<file path="config.mk">
export PLATFORM = sky130hd
export DESIGN_NAME = mac_result_unpacker
export DESIGN_NICKNAME = d
export VERILOG_FILES = /design/src/rtl/mac_result_unpacker.sv
export SDC_FILE = /design/constraint.sdc
export NUM_CORES = 1
export LEC_CHECK = 0
export CAP_MARGIN = 20
export CORE_ASPECT_RATIO = 0.8
export CORE_MARGIN = 3
export CORE_UTILIZATION = 38
export CTS_CLUSTER_DIAMETER = 120
export DETAILED_ROUTE_END_ITERATION = 7
export PLACE_DENSITY = 0.68
export SLEW_MARGIN = 0
export SYNTH_ARGS = -nofsm -noshare
export SYNTH_HDL_FRONTEND = slang
export SYNTH_SLANG_ARGS = --single-unit
</file>
<file path="constraint.sdc">
create_clock -name ap_clk -period 9.2 [get_ports ap_clk]
set_input_delay 0.92 -clock ap_clk [delete_from_list [all_inputs] [get_ports ap_clk]]
set_output_delay 0.92 -clock ap_clk [all_outputs]
set_load 0.02 [all_outputs]
</file>
<file path="src/rtl/mac_result_unpacker.sv">
// Splits packed two-lane MAC results into a serial lane stream with packet sequence tags.
// A small FIFO decouples the packed source from the one-lane-per-cycle output register.
module mac_result_unpacker #(
    parameter int LANE_W     = 48,
    parameter int FIFO_DEPTH = 2
) (
    input  logic                ap_clk,
    input  logic                ap_rst_n,
    input  logic                ap_ce,
    input  logic                s_valid,
    input  logic [2*LANE_W-1:0] s_data,
    output logic                s_ready,
    output logic                m_valid,
    input  logic                m_ready,
    output logic [LANE_W-1:0]   m_data,
    output logic                m_lane,
    output logic [7:0]          m_seq,
    output logic                m_last
);

    localparam int PTR_W = (FIFO_DEPTH > 1) ? $clog2(FIFO_DEPTH) : 1;
    localparam int CNT_W = PTR_W + 1;
    localparam logic [CNT_W-1:0] DEPTH_C = CNT_W'(FIFO_DEPTH);

    typedef enum logic [1:0] {
        ST_EMPTY,
        ST_L0,
        ST_L1
    } state_t;

    logic [2*LANE_W-1:0] mem_q [FIFO_DEPTH];
    logic [PTR_W-1:0]    wr_ptr_q, rd_ptr_q;
    logic [CNT_W-1:0]    count_q, count_d;

    state_t              state_q, state_d;
    logic                m_valid_q, m_valid_d;
    logic [LANE_W-1:0]   m_data_q, m_data_d;
    logic                m_lane_q, m_lane_d;
    logic [7:0]          m_seq_q, m_seq_d;
    logic [7:0]          seq_cnt_q, seq_cnt_d;

    logic                push, pop, load;
    logic [2*LANE_W-1:0] head;

    // s_ready looks only at the registered count, so a same-cycle pop never opens a full FIFO.
    assign s_ready = ap_ce && (count_q < DEPTH_C);
    assign push    = s_valid && s_ready;
    assign load    = ap_ce && (!m_valid_q || m_ready);
    assign head    = mem_q[rd_ptr_q];
    assign count_d = count_q + CNT_W'(push) - CNT_W'(pop);

    always_comb begin
        state_d   = state_q;
        m_valid_d = m_valid_q;
        m_data_d  = m_data_q;
        m_lane_d  = m_lane_q;
        m_seq_d   = m_seq_q;
        seq_cnt_d = seq_cnt_q;
        pop       = 1'b0;
        if (load) begin
            case (state_q)
                ST_L0: begin
                    // Head entry stays buffered until its second lane is loaded.
                    m_data_d = head[LANE_W-1:0];
                    m_lane_d = 1'b1;
                    pop      = 1'b1;
                    state_d  = ST_L1;
                end
                default: begin
                    if (count_q != '0) begin
                        m_valid_d = 1'b1;
                        m_data_d  = head[2*LANE_W-1:LANE_W];
                        m_lane_d  = 1'b0;
                        m_seq_d   = seq_cnt_q;
                        seq_cnt_d = seq_cnt_q + 8'd1;
                        state_d   = ST_L0;
                    end else begin
                        m_valid_d = 1'b0;
                        state_d   = ST_EMPTY;
                    end
                end
            endcase
        end
    end

    always_ff @(posedge ap_clk or negedge ap_rst_n) begin
        if (!ap_rst_n) begin
            state_q   <= ST_EMPTY;
            wr_ptr_q  <= '0;
            rd_ptr_q  <= '0;
            count_q   <= '0;
            m_valid_q <= 1'b0;
            m_data_q  <= '0;
            m_lane_q  <= 1'b0;
            m_seq_q   <= '0;
            seq_cnt_q <= '0;
        end else if (ap_ce) begin
            state_q   <= state_d;
            count_q   <= count_d;
            m_valid_q <= m_valid_d;
            m_data_q  <= m_data_d;
            m_lane_q  <= m_lane_d;
            m_seq_q   <= m_seq_d;
            seq_cnt_q <= seq_cnt_d;
            if (push) begin
                wr_ptr_q <= wr_ptr_q + PTR_W'(1);
            end
            if (pop) begin
                rd_ptr_q <= rd_ptr_q + PTR_W'(1);
            end
        end
    end

    // FIFO storage needs no reset: entries are only read while count_q marks them valid.
    always_ff @(posedge ap_clk) begin
        if (push) begin
            mem_q[wr_ptr_q] <= s_data;
        end
    end

    assign m_valid = m_valid_q;
    assign m_data  = m_data_q;
    assign m_lane  = m_lane_q;
    assign m_seq   = m_seq_q;
    assign m_last  = m_lane_q;

endmodule

</file>
Word-level counts from Yosys, hierarchy flattened
Memories as Yosys holds them, arrays and structs flattened. Cells that the tools add are included. Widths: inputs -> output; s select.

Bits in latches: 0. Bits in registers: 72. Memories kept: 1. Bits in writable memories: 192. Logic and storage cells: 42. Output and inout bits: 60. ROM bits: 0.

Memories: mem_q (depth 2, bits a word 96, read ports 1, clocked after Yosys merged registers in 0, write ports 1, line 31) `logic [2*LANE_W-1:0] mem_q [FIFO_DEPTH];`.

Magnitude comparators: 1. Shifts and indexed selects: 0. Divide/modulo/power cells: 0. Multiply operators: 0. Bitwise logic cells: 1. Add/sub/neg operators: 5. Reduce and logical (&&, ||, !) cells: 13. Equal/unequal tests: 1. Mux-type cells: 11.

Operators by type and width (number): $mux 48 (2); $add 8x1->8 const B (1); $mux 1 (8); $reduce_and 2->1 (3); $reduce_and 3->1 (2); $reduce_and 4->1 (1); $reduce_bool 2->1 (2); $logic_and 1x1->1 (3); $add 1x1->1 const B (2); $add 2x1->2 (1); $eq 2x1->1 const B (1); $lt 2x2->1 const B (1); $mux 2 (1); $sub 2x1->2 (1); $logic_not 1->1 (1); $logic_or 1x1->1 (1); $not 1->1 (1).

Depth between registers and ports, before layout
Gate-level depths: netlist of run 1.

Word-level depth: 5. Depth in mapped cells: 10.

Least setup slack after synthesis of run 1
No wires, ideal clock.

Kind: input -> register. Start point: input port ap_ce. End point: memory mem_q[0][0] (netlist bit), enable pin. Path slack: 3.131 ns. Library setup time: 0.552 ns. Data required time: 8.648 ns. Path buffers: 0. Data arrival time: 5.517 ns. Stages: 3. Path through: nor2b_1 nand2_1 nor2_1.

Cells in the longest elaborated chain, start to end: 4.

Ends and longest elaborated chain: from (decl) (line 9) `input logic ap_ce,`; $logic_and 1x1->1 (line 46) `assign s_ready = ap_ce && (count_q < DEPTH_C);`; $logic_and 1x1->1 (line 47) `assign push = s_valid && s_ready;`; $mux 1 (line 116) `if (push) begin`; $mux 1 (implied by the code) (line 117) `mem_q[wr_ptr_q] <= s_data;`; to (decl) (line 31).

Every way passes these cells.

Worst setup path after layout of run 1
Start point: input port ap_ce. End point: output port s_ready.

Cells in the longest elaborated chain, start to end: 1.

Ends and longest elaborated chain: $logic_and 1x1->1 (line 46); to (decl) (line 12) `output logic s_ready,`.

Every way passes these cells.

==> impl_metrics.tcl, run 1 <==
set metrics [dict create \
    seqCellArea_um2 7571 \
    vdd_drop_max_uv 138.3 \
    tritoncts "yes" \
    slowest_delay_ps 650 \
    drc 0 \
    grt_pass1_vias 5155 \
    wl_um 18810 \
    clk_latency_ps 530 \
    worstSetupPathType "primary input to output port" \
    place.gp.congestion 0.7160 \
    track_usage_pct 13.61 \
    final_nets 715 \
    critical_path_buf_inv_count 2 \
    cts_sinks 264 \
    drv_cap 0 \
    path_depth 3 \
    synth_edf_count 192 \
    ctsHoldBuffers 0 \
    ant_nets 0 \
    initial_core_util_pct 39.39 \
    syn_inst 435 \
    holdWs_ps 322.0 \
    report.power.total_mw 3.916 \
    wl_per_cell_um 19.87 \
    cp_common_cell "clkdlybuf4s50_1" \
    die_area_um2 27630 \
    cts_resized 0 \
    fillers 2005 \
    ys_types 23 \
    instances_no_fill 947 \
    hold_path.class "primary input to asynchronous set/reset pin" \
    ios 161 \
    placedCellCount 898 \
    io_buffers 160 \
    via_per_inst 5.011 \
    drive_gt1_share_pct 25.12 \
    worst_setup_path_start_kind "primary input" \
    fin_worst_skew_ps 19.30 \
    drtPass1Iterations 4 \
    die-width_um 185.1 \
    min_period_ps 3305 \
    outcome "complete, no violations" \
    dp_hpwl_um 12000 \
    drv_slew 0 \
    cp_cell_sequence "clkdlybuf4s50_1 > nor2b_1 > clkdlybuf4s50_1" \
    clk_pin_slew_ps 60 \
    grt_pass1_wl_um 28950 \
    critPathArrivalTime_ps 2390 \
    via_count 4745 \
    die_h_um 149.3 \
    n_antenna_cell 0 \
    fin_crit_sh_pct 35.93 \
    syn_nets 539 \
    coreArea_um2 24760 \
    antenna_found_initial 3 \
    grt_max_degree 62 \
    htree_levels 1 \
    cts_buffer_depth 3 \
    post_cts_buffers 0 \
    required_ps 8280 \
    async_flop_share_pct 27.27 \
    cp_max_fo 5 \
    end_kind "output port" \
    finalSetupViolCount 0 \
    numCtsBuffers 27 \
    r2r_cells 5 \
    grt-ovfl-total 0 \
    p_leak_nw 4.406 \
    drtIter0Drc 245 \
    cts_root_buf "clkbuf_16" \
    powerDensity_nw_per_um2 311.8 \
    rsz0062_at_grt "no" \
    multi_input_area_um2 2044 \
    yosys_warnings 0 \
    areaGrowthSynthToFinish_pct 28.82 \
    synth_area_um2 9752 \
    tns_ps 0 \
    synth_area_per_cell_um2 22.42 \
    yosysSeqAreaShare_pct 77.60 \
    finish.utilization_pct 50.74 \
    hold_viol 0 \
    num_rows 51 \
    critical-path-top-delay-family "buffers and inverters" \
    clock.fmax_ghz 0.3025 \
    synth_ff_type "edfxtp_1" \
    tightest_slew_ps 863.0 \
    slowest_stage "clkdlybuf4s50_1" \
    ys_ff_latch 264 \
    relSlewSlack_pct 42.47 \
]
-- worst register-to-register path: cells and delay by family, from the launching register on --
| family | cells | cell delay, ps |
|---|---|---|
| multiplexers | 1 | 460 |
| AO/OA/AOI/OAI | 1 | 480 |
| buffers and inverters | 2 | 1180 |
| flip-flops | 1 | 360 |
| AND/OR/NAND/NOR | 1 | 350 |
-- metrics by stage --
| step | worst slack (ps) | area [um2] |
|---|---|---|
| after floorplan | 3131 | 9752 |
| after global placement | 5199 | 11660 |
| after detailed placement | 5086 | 11660 |
| after CTS | 5642 | 12520 |
| after global routing | 5837 | 12560 |
| final | 5895 | 12560 |
-- synth_stat cells (4+ instances only) --
cell      count  area [um2]
edfxtp_1    192        5766
dfrtp_1      72        1802
mux2_2       58       653.1
mux4_2       48        1081
buf_2        12       60.06
xnor2_1       8       70.07
nand2_1       6       22.52
nand4_1       5       31.28
nor2_1        4       15.01
-- routing by layer --
layer  vias up  global-route usage, %  part of all wire, %
li1       2100                      -                    -
met1      2443                  17.76                   42
met2       159                  22.87                   48
met3        37                  4.169                  7.0
met4         6                  2.587                  2.1
met5         -                      0                 0.20
-- kinds of logic after synthesis --
| logic type | after synthesis | share of synthesized area, % |
|---|---|---|
| xor gates and xnor gates | 11 | 0.9880 |
| muxes | 106 | 17.78 |
| buffers and inverters | 22 | 1.604 |
| adders and majority gates | 3 | 0.3850 |
| DFF | 264 | 77.60 |
| and+or+nand+nor | 23 | 1.219 |
| AOI/OAI and AO/OA | 6 | 0.4233 |
-- registers in the layout (all words and copies together) (netlist names) --
name and cells:
mem_q 192, m_seq 8, seq_cnt_q 8, count_q 2, m_valid 1, wr_ptr_q 1, state_q 2, rd_ptr_q 1
m_data 48, m_lane 1
-- power breakdown --
group,switching (mW),leakage [nW],total (mW),internal (mW)
combinational,0.523,1.37,1.17,0.643
clock,0.424,0.425,1.06,0.634
sequential,0.157,2.61,1.69,1.54
-- worst paths after layout --
| kind | from | endpoint | slack (ps) |
|---|---|---|---|
| setup / recovery | ap_ce | s_ready | 5890 |
| min in group ap_clk | seq_cnt_q[7] | seq_cnt_q[7] | 470 |
| max in group asynchronous | ap_rst_n | rd_ptr_q | 7830 |
| hold / removal | ap_rst_n | m_data[5] | 320 |
| hold reg to reg | seq_cnt_q[7] | seq_cnt_q[7] | 470 |
| setup reg to reg | state_q[1] | m_data[14] | 6270 |
-- cell type report --
cell class	instances	share of cell area, %
clock buffers	32	5.687
clock inverters	15	1.195
inverters	2	0.05976
multi-input cells	149	16.27
flip-flops and latches	264	60.27
well taps	318	3.167
repair buffers	167	13.35
-- cell usage in the layout (no fill, tap or decap), drive strengths merged, types with 2 or more instances in the layout --
master	count
a21o	2
and3	3
buf	8
bufinv	3
clkbuf	32
clkdlybuf4s50	159
clkinv	10
dfrtp	72
edfxtp	192
ha	3
inv	3
mux2	58
mux4	48
nand2	6
nand2b	2
nand4	5
nor2	4
nor2b	2
o21ai	3
xnor2	8
xor2	3
No activity file was read; power rests on OpenSTA's default activity.
==> run 2: changes to the inputs <==
PLACE_DENSITY = 0.7   (was 0.68)
clock period = 2.8 ns   (was 9.2 ns; I/O delays follow)
==> impl_metrics.tcl, run 2 (synthesis results as in run 1) <==
set metrics [dict create \
    relSlewSlack_pct 59.00 \
    htree_levels 1 \
    critical-path-top-delay-family "buffers and inverters" \
    antenna_found_initial 0 \
    place.gp.congestion 0.7490 \
    clk_pin_slew_ps 60 \
    fillers 1950 \
    ios 161 \
    tightest_slew_ps 615.0 \
    final_nets 719 \
    drive_gt1_share_pct 26.14 \
    track_usage_pct 14.10 \
    fin_worst_skew_ps 18.79 \
    required_ps 2520 \
    cts_resized 0 \
    n_antenna_cell 0 \
    hold_path.class "primary input to asynchronous set/reset pin" \
    p_leak_nw 4.443 \
    finish.utilization_pct 51.19 \
    clock.fmax_ghz 0.4893 \
    finalSetupViolCount 0 \
    drv_cap 0 \
    coreArea_um2 24760 \
    post_cts_buffers 0 \
    top_register "mem_q" \
    wl_um 19180 \
    die_h_um 149.3 \
    tns_ps 0 \
    report.power.total_mw 13.05 \
    dp_hpwl_um 12350 \
    placed_area_um2 11760 \
    worst_setup_path_start_kind "flip-flop" \
    grt_pass1_vias 5280 \
    min_period_ps 2044 \
    outcome "complete, no violations" \
    layout_commonest_cell "edfxtp_1" \
    grt-ovfl-total 0 \
    ant_nets 0 \
    critical_path_buf_inv_count 1 \
    io_buffers 160 \
    via_per_inst 5.024 \
    clk_latency_ps 530 \
    drtIter0Drc 294 \
    die_area_um2 27630 \
    fin_crit_sh_pct 72.99 \
    rsz0062_at_grt "no" \
    largest_register_ffs 192 \
    via_count 4788 \
    ctsHoldBuffers 1 \
    cts_sinks 264 \
    cts_root_buf "clkbuf_16" \
    cp_max_fo 4 \
    drv_slew 0 \
    die-width_um 185.1 \
    tritoncts "yes" \
    worstSetupPathType "flip-flop to output port" \
    drc 0 \
    critPathArrivalTime_ps 1760 \
    vdd_drop_max_uv 595.4 \
    areaGrowthSynthToFinish_pct 29.96 \
    grt_pass1_wl_um 30100 \
    cp_cell_sequence "nor2b_2 > clkdlybuf4s50_1" \
    cts_buffer_depth 3 \
    initial_core_util_pct 39.39 \
    final_design_area_no_fill_um2 12670 \
    num_rows 51 \
    slowest_stage "clkdlybuf4s50_1" \
    wl_per_cell_um 20.13 \
    end_kind "output port" \
    drtPass1Iterations 4 \
    final_cell_mix "edfxtp_1, clkdlybuf4s50_1, dfrtp_1" \
    slowest_delay_ps 650 \
    powerDensity_nw_per_um2 1030 \
    numCtsBuffers 26 \
    grt_max_degree 97 \
    hold_viol 0 \
]
==> run 2: cell types whose count changed in the layout (fill, tap and decap cells not counted), sizes merged <==
| cell | change |
|---|---|
| clkinvlp | +2 |
| dlygate4sd3 | +1 |
| buf | +4 |
| clkinv | +1 |
| bufinv | +1 |
| clkbuf | -3 |
==> run 2: power breakdown <==
part	switching (mW)	leakage [nW]	internal (mW)
Combinational	1.83	1.40	2.15
Sequential	0.426	2.61	5.04
Clock	1.47	0.433	2.14
==> run 2: worst reg2reg max path, stage by stage, from the launching register on <==
cell,delay (ps)
dfrtp_1,390
nand2b_1,120
nand2_1,170
nor2_1,270
ha_1,280
inv_1,60
ha_1,140
xor2_1,140
nand2_1,80
xnor2_1,130
==> run 2: final cells by class <==
class / instances / area, um2 / area share [%]
Clock buffer: 29 / 681.9 / 5.381
Clock inverter: 19 / 226.5 / 1.787
Inverter: 2 / 7.507 / 0.05924
Multi-Input combinational cell: 149 / 2047 / 16.15
Sequential cell: 264 / 7571 / 59.74
Tap cell: 318 / 397.9 / 3.140
Timing Repair Buffer: 172 / 1742 / 13.74
==> run 2: path summary, 6_finish.rpt <==
check                                  start            to  depth (start not counted)  slack [ps]
worst max-delay path              count_q[1]       s_ready                          2         760
worst min-delay path                ap_rst_n     m_data[0]                          2         320
worst max register to register       m_valid    count_q[1]                          9         930
worst min register to register  seq_cnt_q[7]  seq_cnt_q[7]                          1         490
max in group asynchronous           ap_rst_n    m_data[33]                          3        1770
min in group ap_clk               s_data[12]  mem_q[0][12]                          1         340
==> run 2: stage by stage <==
stage | std cells | worst slack, ps | hold WS, ps
floorplan | 435 | 62.54 | -15.59
global placement | 904 | 553.5 | 325.3
detailed placement | 904 | 537.1 | 338.6
CTS | 953 | 723.5 | 300.5
global route | 953 | 658.3 | 314.3
finish | 953 | 756.2 | 318.3
==> run 2: metal layers <==
metal / GRT usage, % / routed length [um] / part of all wire [%] / vias up
met3: 3.584 / 1498 / 7.8 / 26
met2: 22.78 / 8978 / 47 / 175
met5: 0 / 0 / 0 / -
met4: 2.737 / 333 / 1.7 / 0
met1: 19.69 / 8371 / 44 / 2477
li1: - / - / - / 2110
